### config.mk
export PLATFORM = sky130hd
export DESIGN_NAME = decoder3x8
export DESIGN_NICKNAME = d
export VERILOG_FILES = /design/src/rtl/decoder3x8_pkg.sv /design/src/rtl/decoder3x8_core.sv /design/src/rtl/decoder3x8.sv
export SDC_FILE = /design/constraint.sdc
export NUM_CORES = 1
export LEC_CHECK = 0
export CORE_AREA = 2 2 39 41
export DETAILED_ROUTE_END_ITERATION = 6
export DIE_AREA = 0 0 41 43
export GPL_ROUTABILITY_DRIVEN = 0
export SLEW_MARGIN = 30
export SYNTH_ARGS = -nofsm -noshare
export SYNTH_HDL_FRONTEND = slang
export SYNTH_SLANG_ARGS = --single-unit
### constraint.sdc
create_clock -name clk -period 1.7 [get_ports clk]
set_input_delay 0.34 -clock clk [delete_from_list [all_inputs] [get_ports clk]]
set_output_delay 0.34 -clock clk [all_outputs]
set_load 0.01 [all_outputs]
### src/rtl/decoder3x8_pkg.sv
// Shared constants and types for the 3-to-8 decoder.
// Holds widths, the one-hot bus type and a decode helper.
package decoder3x8_pkg;

    localparam int SEL_W = 3;
    localparam int OUT_W = 8;

    typedef logic [SEL_W-1:0] sel_t;
    typedef logic [OUT_W-1:0] onehot_t;

    // Binary code to one-hot line, bit index equals code.
    function automatic onehot_t onehot_of(input sel_t code);
        onehot_t v;
        v = '0;
        for (int i = 0; i < OUT_W; i++) begin
            if (sel_t'(i) == code) begin
                v[i] = 1'b1;
            end
        end
        return v;
    endfunction

endpackage

### src/rtl/decoder3x8_core.sv
// Combinational 3-to-8 one-hot decode with enable.
// Output is logical polarity; a disabled decode is all zeros.
module decoder3x8_core
    import decoder3x8_pkg::*;
(
    input  logic [SEL_W-1:0] in,
    input  logic             en,
    output logic [OUT_W-1:0] onehot
);

    // Enable gates the decode so an unknown select never leaks out.
    always_comb begin
        onehot = '0;
        if (en) begin
            onehot = onehot_of(in);
        end
    end

endmodule

### src/rtl/decoder3x8.sv
// 3-to-8 decoder top: optional output register, port polarity,
// valid flag and captured select code around the core.
module decoder3x8
    import decoder3x8_pkg::*;
#(
    parameter bit REGISTERED     = 1'b1,
    parameter bit OUT_ACTIVE_LOW = 1'b0
) (
    input  logic             clk,
    input  logic             rst_n,
    input  logic [SEL_W-1:0] in,
    input  logic             en,
    output logic [OUT_W-1:0] out,
    output logic             out_valid,
    output logic [SEL_W-1:0] code_q
);

    onehot_t dec;
    onehot_t res;

    decoder3x8_core u_core (
        .in     (in),
        .en     (en),
        .onehot (dec)
    );

    generate
        if (REGISTERED) begin : g_reg
            onehot_t res_q;
            logic    valid_q;
            sel_t    code_r;

            // Capture decode each edge; code only moves on enabled cycles.
            always_ff @(posedge clk or negedge rst_n) begin
                if (!rst_n) begin
                    res_q   <= '0;
                    valid_q <= 1'b0;
                    code_r  <= '0;
                end else begin
                    res_q   <= dec;
                    valid_q <= en;
                    if (en) begin
                        code_r <= in;
                    end
                end
            end

            assign res       = res_q;
            assign out_valid = valid_q;
            assign code_q    = code_r;
        end else begin : g_comb
            logic unused;

            // Clock and reset have no role on the combinational path.
            assign unused    = clk ^ rst_n;
            assign res       = dec;
            assign out_valid = en;
            assign code_q    = in;
        end
    endgenerate

    // Polarity is applied only at the out port.
    always_comb begin
        out = res;
        if (OUT_ACTIVE_LOW) begin
            out = ~res;
        end
    end

endmodule

== After elaboration in Yosys (flattened, before gate mapping) ==
Index checks and enable logic that the tools add are counted.

* Flip-flop bits (word level): 12
* Input bits: 6
* Output and inout bits: 12
* Logic and storage cells: 20

* Eq/ne operators: 7
* Muxes and demuxes: 9
* Reductions and logical operators: 1

{| class="wikitable"
|+ Operator list
! kind !! number
|-
| $eq A3 B3 Y1 const A || 4
|-
| $mux W1 || 8
|-
| $mux W8 || 1
|-
| $eq A2 B3 Y1 const A || 2
|-
| $eq A1 B3 Y1 const A || 1
|-
| $logic_not A3 Y1 || 1
|}

== Depth between registers and ports, before layout ==
* Depth after elaboration: 3
* Gate-level depth with buffers: 2
* Gate-level depth less buffers: 1

== Hierarchy ==
Synthesis repeated with hierarchy kept, for this count alone.

* Cells, all modules: 23
* Area, all modules: 429.2 µm²

{| class="wikitable"
|+ By module, submodules not included
! module !! times used !! cells each !! area an instance (µm²) !! sequential area each (µm²)
|-
| decoder3x8 || 1 || 15 || 334.1 || 300.3
|-
| decoder3x8_core || 1 || 8 || 95.1 || 0.0
|}

== Worst setup path before layout ==
OpenSTA, ideal clock, no wires.

* Path type: input to register
* Start: in en
* End: reg g_reg.code_r[1], in the netlist code_q[1]
* Library setup time: 0.125 ns
* Arrival: 0.729 ns
* Required time: 1.575 ns
* Setup slack: 0.845 ns
* Stages on the path: 2
* Path buffers: 1
* Cell sequence: buf_6 mux2_4

{| class="wikitable"
|+ RTL lines
! element !! RTL line !! source
|-
| start, declared || decoder3x8.sv:12 || <nowiki>input logic en,</nowiki>
|-
| end signal, assigned || decoder3x8.sv:43 || <nowiki>code_r <= in;</nowiki>
|-
| end, declared || decoder3x8.sv:31 || <nowiki>sel_t code_r;</nowiki>
|}

No word-level cell between the ends.

== Worst setup path in the final report ==
* Start: reg g_reg.code_r[1], in the netlist code_q[1]
* End: out code_q[1]

{| class="wikitable"
|+ RTL lines
! element !! RTL line !! source
|-
| end, declared || decoder3x8.sv:15 || <nowiki>output logic [SEL_W-1:0] code_q</nowiki>
|}

No word-level cell between the ends.

==> impl_metrics.json <==
{
  "status": "finished clean",
  "track_usage_pct": 11.57,
  "io_buffer_count": 17,
  "p_seq_share_pct": 50.0,
  "die-area_um2": 1763,
  "syn_nets": 30,
  "cpPeakStageDelay_ns": 0.54,
  "hold_path_class": "primary input to asynchronous set/reset pin",
  "cpLargestDelayFamily": "buffers and inverters",
  "r2r_start": "code_q[2]$_DFFE_PN0P_",
  "finalCritPeriodShare_pct": 88.57,
  "post-route-util_pct": 47.65,
  "grt_overflow": 0,
  "nets": 51,
  "slew_viol_final": 0,
  "antenna_found_initial": 0,
  "final_common_cell": "clkdlybuf4s50_1",
  "clkLatencyLatePin_ns": 0.27,
  "reg2reg_to": "code_q[2]$_DFFE_PN0P_",
  "layout_common_cells": "clkdlybuf4s50_1 (17), dfrtp_1 (12), and4b_1 (3), clkbuf_4 (3)",
  "drc": 0,
  "design_area_um2": 659.4,
  "grt_pass1_vias": 279,
  "cts_max_level": 1,
  "clock-root-buffer": "clkbuf_4",
  "power.switching_mw": 0.1310,
  "grt_max_degree": 13,
  "fmax_ghz": 0.6642,
  "cp-start-kind": "flip-flop",
  "finalPower_mw": 0.6066,
  "ant_nets": 0,
  "synth_warnings": 0,
  "maxCapViolCount": 0,
  "hold_viol_final": 0,
  "setup_viol": 0,
  "drt_iter0_drc": 3,
  "rr_worst_depth": 1,
  "power.internal_mw": 0.4755,
  "critPathRequiredTime_ns": 1.36,
  "peakVddDrop_v": 0.0004797,
  "relSlewSlack_pct": 65.19,
  "ys_ff_latch": 12,
  "clock_path_buffers": 2,
  "dpl.hpwl_um": 539.1,
  "ctsResizeCount": 0,
  "combPwrFrac_pct": 12.9,
  "hold_buffers": 0,
  "crit_chain": "clkdlybuf4s50_1",
  "num_antenna_cells": 0,
  "die_x_um": 41,
  "grt_pass1_wl_mm": 1.242,
  "pwr-share-clk_pct": 37.0,
  "rsz0062_at_grt": "false",
  "critPathMaxFanout": 2,
  "min_period_ns": 1.506,
  "fin_setup_tns_ns": 0,
  "drt_wl_total_um": 775,
  "cts_tree": "done",
  "critPathBufInv": 1,
  "drt_pre_antenna_iters": 4,
  "placed_area_um2": 623.1,
  "post-cts-setup-buffers": 0,
  "syn_to_final_growth_pct": 48.45,
  "slowest_stage": "clkdlybuf4s50_1",
  "r2r_slack_ns": 0.94,
  "core-area_um2": 1384,
  "clkSinkCount": 12,
  "fillers": 132,
  "clkTransAtPathRegs_ns": 0.07,
  "synth.distinct_cells": 9,
  "worstSetupPathType": "flip-flop to output pin",
  "synth_cells": 24,
  "viasPerCell": 4.833,
  "cp-end-kind": "output pin",
  "whs_ns": 0.4054,
  "ys_seq_area_share_pct": 67.61,
  "die_h_um": 43,
  "finClkSkew_ns": 0,
  "p_leak_nw": 0.2987,
  "power_density_nw_per_um2": 919.9,
  "num_io_pins": 18,
  "syn_avg_cell_area_um2": 18.51,
  "start_util_pct": 32.10,
  "sw_frac_of_total_pct": 21.60,
  "wire_per_inst_um": 12.92,
  "vias": 290,
  "cts_buffers": 3,
  "drive_gt1_share_pct": 22.73,
  "arrival_ns": 1.17,
  "rows": 14,
  "worst_pin_slew_ns": 0.5205,
  "syn-cell-area_um2": 444.2
}
-- sequential cells by signal (all words and copies together) (netlist names) --
signal,flops
out,8
code_q,3
out_valid,1
-- cells by family (layout without fill, tap and decap cells) --
family,Yosys count,after routing,synth area share [%]
mux,3,3,9.296
flops,12,12,67.61
buf+inv,1,21,2.535
simple gates,8,8,20.56
-- routing by layer --
layer,part of all wire [%],GRT usage (%),wire [µm],vias up
met5,0,0,0,-
met4,1.3,12.00,10,0
met3,9.7,5.236,75,2
met2,49,15.00,378,15
met1,40,12.67,311,143
li1,-,-,-,130
-- metrics by stage --
step           std cells  worst slack [ns]
2_1_floorplan         24            0.8455
3_5_place_dp          56            0.1483
4_1_cts               60            0.1731
5_1_grt               60            0.1479
6_report              60            0.1944
3_3_place_gp          56            0.1942
-- Yosys cell counts, drive strengths merged --
cell | number | area, µm²
dfrtp | 12 | 300.3
buf | 1 | 11.26
and4bb | 3 | 37.53
and4b | 3 | 30.03
nor4b | 1 | 15.01
mux2 | 3 | 41.29
and4 | 1 | 8.760
-- worst max path at each step --
stage	cells after the start	slack [ns]	endpoint	from
after floorplan	2	0.85	code_q[1]$_DFFE_PN0P_	en
after global placement	2	0.19	code_q[0]$_DFFE_PN0P_	en
after detailed placement	2	0.15	code_q[0]$_DFFE_PN0P_	en
after CTS	1	0.17	code_q[1]	code_q[1]$_DFFE_PN0P_
after global routing	1	0.15	code_q[1]	code_q[1]$_DFFE_PN0P_
final	1	0.19	code_q[1]	code_q[1]$_DFFE_PN0P_
-- power groups by stage --
stage | registers [mW] | clock network [mW] | logic [mW]
floorplan | 0.316 | 0 | 0.0216
global placement | 0.309 | 0 | 0.0770
detailed placement | 0.309 | 0 | 0.0792
CTS | 0.304 | 0.237 | 0.0791
global route | 0.305 | 0.250 | 0.0843
finish | 0.304 | 0.225 | 0.0785
-- layout make-up --
type,instances,area (µm²),area share (%)
clock buffer,4,36.28,5.503
multi-input combinational,11,132.6,20.11
sequential,12,300.3,45.54
tap,16,20.02,3.036
timing repair buffer,17,170.2,25.81
Power figures use the tool's default switching activity.
